--- src/rtl/rf_write_arbiter.sv ---
// ---------------------------------------------------------------------------
// rf_write_arbiter
//
// Purpose:
//   Shares the register file's single write port between two writeback
//   requesters: the ALU result path (alu_*) and the memory load path (mem_*).
//   Each requester uses a valid/ready handshake. When both ask in the same
//   cycle, a round-robin pointer picks the winner. The accepted request is
//   registered and presented to the register file one cycle later. Saturating
//   counters record accepted transfers and conflict cycles for perf readout.
//
// Parameters:
//   ADDR_W  register address width
//   DATA_W  write data width
//   CNT_W   width of each statistics counter
//
// Ports:
//   clk, rst            clock; asynchronous active-high reset
//   wb_enable           global write permit; 0 blocks every grant
//   alu_valid/ready     ALU writeback handshake (ready is combinational)
//   alu_addr/data       ALU destination register and result
//   mem_valid/ready     load writeback handshake (ready is combinational)
//   mem_addr/data       load destination register and data
//   rf_wEna             registered register-file write enable
//   rf_write_addr       registered register-file write address
//   rf_WD               registered register-file write data
//   alu_cnt, mem_cnt    accepted transfers per requester, saturating
//   conflict_cnt        cycles with both requesters valid while enabled
// ---------------------------------------------------------------------------
module rf_write_arbiter #(
  parameter int ADDR_W = 5,
  parameter int DATA_W = 32,
  parameter int CNT_W  = 16
) (
  input  logic              clk,
  input  logic              rst,
  input  logic              wb_enable,
  input  logic              alu_valid,
  output logic              alu_ready,
  input  logic [ADDR_W-1:0] alu_addr,
  input  logic [DATA_W-1:0] alu_data,
  input  logic              mem_valid,
  output logic              mem_ready,
  input  logic [ADDR_W-1:0] mem_addr,
  input  logic [DATA_W-1:0] mem_data,
  output logic              rf_wEna,
  output logic [ADDR_W-1:0] rf_write_addr,
  output logic [DATA_W-1:0] rf_WD,
  output logic [CNT_W-1:0]  alu_cnt,
  output logic [CNT_W-1:0]  mem_cnt,
  output logic [CNT_W-1:0]  conflict_cnt
);

  // Which requester wins the next conflict.
  typedef enum logic {
    PRI_ALU = 1'b0,
    PRI_MEM = 1'b1
  } rr_t;

  localparam logic [CNT_W-1:0] CNT_MAX = '1;
  localparam logic [CNT_W-1:0] CNT_ONE = CNT_W'(1);

  rr_t               rr_ptr;
  logic              conflict;
  logic              alu_xfer;
  logic              mem_xfer;
  logic              any_xfer;
  logic [ADDR_W-1:0] sel_addr;
  logic [DATA_W-1:0] sel_data;

  // Grant logic. A requester is ready only while it is valid and
  // writeback is enabled; on a conflict the round-robin pointer decides, so
  // at most one ready is ever high.
  always_comb begin
    conflict  = wb_enable & alu_valid & mem_valid;
    alu_ready = wb_enable & alu_valid & (~mem_valid | (rr_ptr == PRI_ALU));
    mem_ready = wb_enable & mem_valid & (~alu_valid | (rr_ptr == PRI_MEM));
    alu_xfer  = alu_ready;
    mem_xfer  = mem_ready;
    any_xfer  = alu_xfer | mem_xfer;
    sel_addr  = mem_xfer ? mem_addr : alu_addr;
    sel_data  = mem_xfer ? mem_data : alu_data;
  end

  // Round-robin pointer. It moves only on a granted conflict, and then
  // points at the loser so the loser wins the next conflict.
  always_ff @(posedge clk or posedge rst) begin
    if (rst) begin
      rr_ptr <= PRI_ALU;
    end else if (conflict) begin
      rr_ptr <= alu_xfer ? PRI_MEM : PRI_ALU;
    end
  end

  // Write stage. Writes to r0 are accepted but never enabled so r0 stays
  // zero; address and data hold their last value whenever nothing is written.
  always_ff @(posedge clk or posedge rst) begin
    if (rst) begin
      rf_wEna       <= 1'b0;
      rf_write_addr <= '0;
      rf_WD         <= '0;
    end else if (any_xfer && (sel_addr != '0)) begin
      rf_wEna       <= 1'b1;
      rf_write_addr <= sel_addr;
      rf_WD         <= sel_data;
    end else begin
      rf_wEna       <= 1'b0;
    end
  end

  // Statistics counters. Each one sticks at all-ones instead of wrapping.
  always_ff @(posedge clk or posedge rst) begin
    if (rst) begin
      alu_cnt      <= '0;
      mem_cnt      <= '0;
      conflict_cnt <= '0;
    end else begin
      if (alu_xfer && (alu_cnt != CNT_MAX)) begin
        alu_cnt <= alu_cnt + CNT_ONE;
      end
      if (mem_xfer && (mem_cnt != CNT_MAX)) begin
        mem_cnt <= mem_cnt + CNT_ONE;
      end
      if (conflict && (conflict_cnt != CNT_MAX)) begin
        conflict_cnt <= conflict_cnt + CNT_ONE;
      end
    end
  end

endmodule

--- config.mk ---
export PLATFORM = sky130hd
export DESIGN_NAME = rf_write_arbiter
export DESIGN_NICKNAME = d
export VERILOG_FILES = /design/src/rtl/rf_write_arbiter.sv
export SDC_FILE = /design/constraint.sdc
export NUM_CORES = 1
export LEC_CHECK = 0
export BUFFER_PORTS_ARGS = -buffer_cell sky130_fd_sc_hd__buf_2
export CELL_PAD_IN_SITES_DETAIL_PLACEMENT = 1
export CELL_PAD_IN_SITES_GLOBAL_PLACEMENT = 2
export CORE_MARGIN = 2
export CORE_UTILIZATION = 31
export DETAILED_ROUTE_END_ITERATION = 6
export GPL_TIMING_DRIVEN = 0
export PLACE_DENSITY_LB_ADDON = 0.1
export SKIP_CTS_REPAIR_TIMING = 1
export SYNTH_ARGS = -nofsm -noshare
export SYNTH_HDL_FRONTEND = slang
export SYNTH_SLANG_ARGS = --single-unit
export TNS_END_PERCENT = 50
--- constraint.sdc ---
create_clock -name clk -period 6.8 [get_ports clk]
set_input_delay 1.7 -clock clk [delete_from_list [all_inputs] [get_ports clk]]
set_output_delay 1.7 -clock clk [all_outputs]
set_load 0.005 [all_outputs]
==> impl_results.md, run 1 <==
* Slew HR at 0.549
* WHS Endpoint: rf_WD[20]
* Worst vdd ir at 0.160 mV
* Setup violators final at 0
* Post-Synthesis Cells at 386
* Height of the die at 120 µm
* Post-route ant nets at 0
* Grt peak-use layer: met2
* Post-Route Setup TNS at 0 ns
* Max frequency at 0.225 GHz
* Pwr Total at 1.59 mW
* Drt wl/cell at 15.9 µm
* Layout cell share with drive strength beyond 1 at 0.368
* Number of global-route vias before repair at 3,721
* Worst Path Max Fanout at 10
* DP HPWL at 9130 µm
* Worst Setup End Kind: primary output
* GR Overflow Total at 0
* Area leader, netlist: dfrtp_1
* Hold path depth at 2
* Primary FF master, synth: dfrtp_1
* Mapped Area at 4180 µm²
* Worst Max-Slew Pin Slew at 0.672 ns
* Lkg Pwr at 2.82 nW
* RSZ-0062 raised after global routing: false
* Hold Fails Final Rpt at 0
* Required time worst endpoint at 5.10 ns
* Area of the multi-input gates at 1890 µm²
* M2 GR Usage at 0.282
* Crit-path max cell delay at 0.34 ns
* Pins Over Slew Limit at 0
* Syn. warnings at 0
* Worst Setup Path Type: in2out
* Root buf cell: clkbuf_16
* Met3 usage at 0.0437
* Reg2reg setup slack at 4.94 ns
* Seq cells post-synth at 87
* DR DRC count at 0
* Crit share post-route at 0.653
* Hold_ws at 0.475 ns
* Fill cell count at 1,548
* First-pass GRT wire length at 19,600 µm
* Die X at 120 µm
* R2r worst-path depth at 6
* Cts bufs inserted at 9
* RR Endpoint: alu_cnt[1]
* Max H-tree Level at 3
* Total length of routed wires at 11,800 µm
* Number of port buffers at 165
* N_diodes at 0
* Core Area at 13,200 µm²
* GP Congestion at 0.770
* Mapped Nets at 468
* Distinct cell type count of the synthesized netlist at 40
* CTS sink cnt at 87
* First drt pass iteration count at 4
* Die area at 14,400 µm²
* Most frequent cells in the layout: buf_2, dfrtp_1, nand2_1
* Synth-to-layout area growth at 34.4%
* Critical-path cell list: buf_2, nand2_1, nor2_4, buf_2, buf_2
* Post-route worst setup slack at 2.36 ns
* Syn_area_per_cell at 10.8 µm²
* Status: finished, final reports clean
* Crit-path slowest cell: buf_2
* GR Util met1 at 0.226
* DRT iter0 DRCs at 113
* Largest net degree at the start of global routing at 45
* Sequential area share after synthesis at 0.520
* Nets at 645
* Type of the tightest min-delay check: reg2reg
* Total number of vias at 3,551
* Tot GR Track Use at 0.174
* Clock Skew at 0.00511 ns
* CP startpoint kind: primary input
* Cell Rows at 42
* Clock tree buffer depth at 2
* Min Tclk post-route at 4.44 ns
* Max-cap check violation count at 0
* Arr. time, crit path at 2.74 ns
* Worst-path clk slew at 0.06 ns
* CP most frequent cell: buf_2
* Top cell type's share of synthesized area at 0.520
* RR Startpoint: alu_cnt[0]
* Post-place setup slack at 2.33 ns
* Clock Latency Late Sink at 0.35 ns
* Most common cell after layout, fill and taps aside: buf_2
* Initial Utilization at 0.317
* Number of vias per cell at 4.77
* IO Count at 167
* CTS tree: built
* Hold wc startpoint: rf_WD[20]
* Final Util at 0.426
* Post-synth EDFFs at 0
* Largest cells by area after synthesis: dfrtp_1, mux2i_1, xnor2_1
* Antenna violations before repair at 0
* Register Area at 2180 µm²
* Ys async rst share at 1.00
* Power per Cell Area at 284 nW/µm²
## cell usage after synthesis (2+ instances only)
| cell | count |
|---|---|
| a21oi_1 | 7 |
| o32ai_1 | 2 |
| xor2_1 | 15 |
| nand2_1 | 56 |
| xnor2_1 | 29 |
| nand3_1 | 15 |
| nor2_1 | 11 |
| o22ai_1 | 2 |
| inv_1 | 7 |
| nor3_1 | 13 |
| nand4_1 | 16 |
| and4_1 | 6 |
| clkbuf_1 | 2 |
| nand4_2 | 2 |
| mux2i_1 | 37 |
| o21ai_0 | 34 |
| or3_4 | 2 |
| buf_2 | 5 |
| ha_1 | 3 |
| mux2_2 | 4 |
| o21a_1 | 2 |
| buf_4 | 3 |
| o21ai_1 | 4 |
| nor4_1 | 2 |
| and3_1 | 4 |
| buf_6 | 3 |
| dfrtp_1 | 87 |
## logic make-up (layout without fill, tap and decap cells)
kind of cell    count (synthesis)  in the layout  share of synthesized area
flops                          87             87                      0.520
mux                            42             42                      0.103
simple gates                  136            136                      0.175
fa+ha+maj                       3              3                    0.00897
compound gates                 54             54                     0.0733
buf+inv                        20            202                     0.0275
xor+xnor                       44             44                     0.0921
## sequential cells by signal, summed over array words and instances (netlist names)
register and count:
alu_cnt 16, conflict_cnt 16, mem_cnt 16, rf_WD 32, rf_wEna 1, rf_write_addr 5, rr_ptr 1
## layout make-up
class	instances	area share
multi-input combinational	279	0.336
clock inverter	6	0.0236
inverter	7	0.00512
tap	176	0.0392
timing repair buffer	166	0.152
buffer	13	0.0158
clock buffer	10	0.0407
sequential	87	0.387
## how the worst max path moves through the flow
| stage | slack, ns | cells past startpoint | from | to |
|---|---|---|---|---|
| floorplan | 2.69 | 4 | alu_valid | mem_ready |
| global placement | 1.54 | 2 | rst | mem_cnt[3] |
| detailed placement | 2.33 | 5 | mem_valid | mem_ready |
| CTS | 2.33 | 5 | mem_valid | mem_ready |
| global route | 2.27 | 5 | mem_valid | mem_ready |
| finish | 2.36 | 5 | mem_valid | mem_ready |
## layer usage
| metal | part of all wire | up-vias |
|---|---|---|
| met5 | 0 | - |
| met4 | 0.017 | 0 |
| met3 | 0.059 | 13 |
| met2 | 0.49 | 89 |
| met1 | 0.43 | 1735 |
| li1 | - | 1714 |
## where the power goes
part	switching (mW)	internal [mW]	leakage (nW)
logic	0.154	0.157	1.52
registers	0.0836	0.597	1.12
clock network	0.207	0.396	0.173
total	0.445	1.15	2.82
## worst max-delay path: cells and delay by family
family / cells / cell delay [ns]
buffers and inverters: 3 / 0.63
and+or+nand+nor: 2 / 0.41
## through the flow
step	instance area, µm²	std cells
CTS	5620	744
global route	5620	744
floorplan	4180	386
global placement	5230	727
detailed placement	5260	728
finish	5620	744
No activity file was read; power rests on OpenSTA's default activity.
==> inputs of run 2 (changes only) <==
--- a/config.mk
+++ b/config.mk
@@ -9,7 +9,7 @@
 export CELL_PAD_IN_SITES_DETAIL_PLACEMENT = 1
 export CELL_PAD_IN_SITES_GLOBAL_PLACEMENT = 2
 export CORE_MARGIN = 2
-export CORE_UTILIZATION = 31
+export CORE_UTILIZATION = 26
 export DETAILED_ROUTE_END_ITERATION = 6
 export GPL_TIMING_DRIVEN = 0
 export PLACE_DENSITY_LB_ADDON = 0.1
==> constraint.sdc (replaced) <==
create_clock -name clk -period 3.7 [get_ports clk]
set_input_delay 0.925 -clock clk [delete_from_list [all_inputs] [get_ports clk]]
set_output_delay 0.925 -clock clk [all_outputs]
set_load 0.005 [all_outputs]
==> run 2 against run 1 <==
Compared with the run above: clock power grew 63%; largest cell class unchanged; highest routed layer unchanged; clock skew grew 0.0049 ns; die area grew 19%; sequential share of layout area is essentially flat; sequential power grew 85%.
==> impl_results.md, run 2 (same netlist as run 1, synthesis figures left out) <==
* Die area at 17,100 µm²
* Cts bufs inserted at 9
* Status: finished, final reports clean
* Crit-path max cell delay at 0.37 ns
* Slew HR at 0.573
* Type of the tightest min-delay check: reg2reg
* Lkg Pwr at 2.79 nW
* Root buf cell: clkbuf_16
* Total length of routed wires at 12,300 µm
* Core Area at 15,800 µm²
* GR Overflow Total at 0
* Power per Cell Area at 500 nW/µm²
* Final Non-Filler Cells at 784
* Pwr Total at 2.81 mW
* Height of the die at 131 µm
* DRT iter0 DRCs at 100
* DR DRC count at 0
* Cell Rows at 46
* CP startpoint kind: primary input
* Worst-path clk slew at 0.07 ns
* Most common cell after layout, fill and taps aside: buf_2
* DP HPWL at 9430 µm
* CP most frequent cell: buf_2
* Number of vias per cell at 4.49
* N_diodes at 0
* Tot GR Track Use at 0.146
* CP Buf/Inv Count at 3
* Largest Register: rf_WD
* Dpl cell area at 5300 µm²
* Nets at 645
* Cell family with most CP delay: buffers and inverters
* Layout cell share with drive strength beyond 1 at 0.368
* Worst Max-Slew Pin Slew at 0.636 ns
* Pins Over Slew Limit at 0
* First-pass GRT wire length at 19,100 µm
* Worst vdd ir at 0.250 mV
* Crit share post-route at 0.797
* Synth-to-layout area growth at 34.3%
* Hold path depth at 2
* Total number of vias at 3,518
* Required time worst endpoint at 2.77 ns
* CP Depth at 5
* Worst Path Max Fanout at 10
* Worst Setup End Kind: primary output
* Antenna violations before repair at 0
* Crit-path slowest cell: buf_2
* Critical-path cell list: buf_2, nor2b_4, nor2_4, buf_2, buf_2
* Worst Setup Path Type: in2out
* Drt wl/cell at 15.7 µm
* Arr. time, crit path at 2.03 ns
* Max-cap check violation count at 0
* Min Tclk post-route at 2.95 ns
* Die X at 131 µm
* Placed instance count at 768
* Max reg flops at 32
* Setup violators final at 0
* GP Congestion at 0.750
* Post-route ant nets at 0
* CTS tree: built
* CTS sink cnt at 87
* Clock tree buffer depth at 2
* IO Count at 167
* First drt pass iteration count at 4
* Hold_ws at 0.478 ns
* Final instance area at 5620 µm²
* RSZ-0062 raised after global routing: false
* Most frequent cells in the layout: buf_2, dfrtp_1, nand2_1
* Number of port buffers at 165
* R2r worst-path depth at 6
* Number of global-route vias before repair at 3,664
* Max frequency at 0.339 GHz
* Post-Route Setup TNS at 0 ns
* Clock Latency Late Sink at 0.34 ns
* Largest net degree at the start of global routing at 49
* Initial Utilization at 0.264
* Clock Skew at 0.0101 ns
* Hold Fails Final Rpt at 0
* Max H-tree Level at 3
[run 2: cell count changes in the layout (fill, tap and decap cells not counted), sizes merged]
cell / delta
bufinv: -2
clkinvlp: +1
clkinv: +1
[run 2: report_power, final]
part | leakage [nW] | internal (mW) | total [mW] | switching, mW
clock | 0.148 | 0.590 | 0.984 | 0.394
sequential | 1.12 | 1.10 | 1.26 | 0.161
combinational | 1.52 | 0.287 | 0.568 | 0.281
[run 2: worst min-delay path, cell delays in order, from the launching register on]
cell     delay, ns
dfrtp_1       0.34
nand2_1       0.04
o21ai_0       0.06
[run 2: cell type report]
| cell class | instances | area, µm² |
|---|---|---|
| Timing Repair Buffer | 166 | 846 |
| Clock inverter | 6 | 85.1 |
| Tap cell | 216 | 270 |
| Clock buffer | 10 | 229 |
| Sequential cell | 87 | 2180 |
| Fill cell | 1815 | 10200 |
| Inverter | 7 | 28.8 |
| Multi-Input combinational cell | 279 | 1890 |
| Buffer | 13 | 88.8 |
[run 2: worst paths after layout]
check / startpoint / to / slack [ns]
max: alu_valid / mem_ready / 0.75
min: rf_WD[10] / rf_WD[10] / 0.48
max reg2reg: alu_cnt[0] / alu_cnt[1] / 1.77
min reg2reg: rf_WD[10] / rf_WD[10] / 0.48
max in group asynchronous: rst / rf_WD[30] / 2.37
min in group asynchronous: rst / conflict_cnt[13] / 0.67
[run 2: metal layers]
metal / GRT usage / routed length, µm / vias to the layer above
li1: - / - / 1712
met5: 0 / 0 / -
met2: 0.241 / 5720 / 103
met3: 0.0281 / 672 / 9
met1: 0.190 / 5760 / 1694
met4: 0.0519 / 154 / 0
[run 2: per-stage QoR]
| step | utilization | worst slack [ns] |
|---|---|---|
| after floorplan | - | 0.525 |
| after detailed placement | 0.335 | 0.700 |
| after global routing | 0.355 | 0.647 |
| after global placement | 0.334 | -0.786 |
| final | 0.355 | 0.749 |
| after CTS | 0.355 | 0.697 |
==> inputs of run 3 (changes only) <==
==> constraint.sdc (replaced) <==
create_clock -name clk -period 2.6 [get_ports clk]
set_input_delay 0.65 -clock clk [delete_from_list [all_inputs] [get_ports clk]]
set_output_delay 0.65 -clock clk [all_outputs]
set_load 0.005 [all_outputs]
==> run 3 against run 2 <==
Compared with the run above: sequential cell count is the same; design area shrank 0.82%; setup slack lost 0.54 ns; power grew 34%; critical endpoint unchanged.
==> impl_results.md, run 3 (same netlist as run 1, synthesis figures left out) <==
* Status: finished, final reports clean
* Setup violators final at 0
* GR Overflow Total at 0
* Post-route ant nets at 0
* Crit-path slowest cell: buf_2
* DRT iter0 DRCs at 75
* Layout cell share with drive strength beyond 1 at 0.363
* R2r worst-path depth at 6
* Slew HR at 0.551
* Worst Path Max Fanout at 10
* DP HPWL at 9560 µm
* Pins Over Slew Limit at 0
* Critical-path cell list: buf_2, nand2_1, nor2_4, buf_2, buf_2
* N_diodes at 0
* Worst-path clk slew at 0.06 ns
* Max frequency at 0.419 GHz
* Number of global-route vias before repair at 3,717
* Power per Cell Area at 674 nW/µm²
* Cts bufs inserted at 9
* Worst Max-Slew Pin Slew at 0.668 ns
* First-pass GRT wire length at 19,200 µm
* Die area at 17,100 µm²
* Max reg flops at 32
* Initial Utilization at 0.264
* First drt pass iteration count at 4
* Clock tree buffer depth at 2
* Hold Fails Final Rpt at 0
* Most common cell after layout, fill and taps aside: buf_2
* Worst Setup Path Type: in2out
* CP most frequent cell: buf_2
* Type of the tightest min-delay check: in2async
* RR Endpoint: alu_cnt[1]
* Number of port buffers at 165
* RR Startpoint: alu_cnt[0]
* Critical Path End: mem_ready
* CTS tree: built
* Max H-tree Level at 3
* GP Congestion at 0.740
* IO Count at 167
* CP Depth at 5
* Lkg Pwr at 2.77 nW
* Required time worst endpoint at 1.95 ns
* Synth-to-layout area growth at 33.1%
* Clock Latency Late Sink at 0.34 ns
* Reg2reg setup slack at 0.68 ns
* Most frequent cells in the layout: buf_2, dfrtp_1, nand2_1
* RSZ-0062 raised after global routing: false
* Height of the die at 131 µm
* Total number of vias at 3,516
* Largest net degree at the start of global routing at 36
* Worst vdd ir at 0.394 mV
* Largest Register: rf_WD
* Antenna violations before repair at 0
* Post-Route Setup TNS at 0 ns
* Min Tclk post-route at 2.39 ns
* CP Buf/Inv Count at 3
* DR DRC count at 0
* Max-cap check violation count at 0
* Cell family with most CP delay: buffers and inverters
* Arr. time, crit path at 1.74 ns
* Nets at 646
* Hold_ws at 0.374 ns
* Total length of routed wires at 12,500 µm
* Number of vias per cell at 4.49
* Clock Skew at 0.00571 ns
* CP startpoint kind: primary input
* Crit-path max cell delay at 0.37 ns
* Die X at 131 µm
* Root buf cell: clkbuf_16
* Tot GR Track Use at 0.147
* Crit share post-route at 0.918
* Worst Setup End Kind: primary output
* Worst Setup SP: mem_valid
* CTS sink cnt at 87
* Drt wl/cell at 15.9 µm
* Core Area at 15,800 µm²
* Cell Rows at 46
==> run 3: cell types whose count changed in the layout (fill, tap and decap cells not counted) <==
cell / before / now
bufinv_16: 2 / 0
clkbuf_1: 3 / 5
buf_12: 1 / 2
clkinvlp_4: 2 / 1
inv_4: 1 / 0
==> run 3: cell type report <==
| type | count | area (µm²) |
|---|---|---|
| fillers | 1857 | 10300 |
| flip-flops and latches | 87 | 2180 |
| multi-input cells | 279 | 1890 |
| repair buffers | 167 | 866 |
| well taps | 216 | 270 |
| clock buffers | 12 | 236 |
| plain buffers | 13 | 88.8 |
| inverters | 7 | 30.0 |
| clock inverters | 2 | 10.0 |
==> run 3: routing by layer <==
layer / vias to the layer above / track usage / wire (µm)
met5: - / 0 / 0
met4: 0 / 0.0576 / 209
met3: 13 / 0.0289 / 745
met2: 109 / 0.252 / 5910
met1: 1679 / 0.183 / 5600
li1: 1715 / - / -
==> run 3: report_power, final <==
part | leakage, nW | internal (mW) | switching (mW)
Clock | 0.122 | 0.635 | 0.513
Sequential | 1.12 | 1.56 | 0.230
Combinational | 1.52 | 0.412 | 0.400
==> run 3: worst min-delay path by stage <==
stage	startpoint	to	depth (start not counted)
floorplan	rf_WD[0]	rf_WD[0]	2
global placement	rf_WD[0]	rf_WD[0]	2
detailed placement	rf_WD[18]	rf_WD[18]	2
CTS	rst	conflict_cnt[11]	2
global route	rst	conflict_cnt[11]	2
finish	rst	conflict_cnt[11]	2
==> run 3: stage by stage <==
step                      worst slack, ns   util  area (µm²)  std cells  power (mW)
after global placement              0.170  0.334        5280        767        2.62
after global routing               0.0926  0.352        5570        783        4.02
after detailed placement            0.168  0.336        5320        769        2.66
after CTS                           0.166  0.352        5570        783        3.84
final                               0.214  0.352        5570        783        3.75
after floorplan                     0.592      -        4190        386        2.20
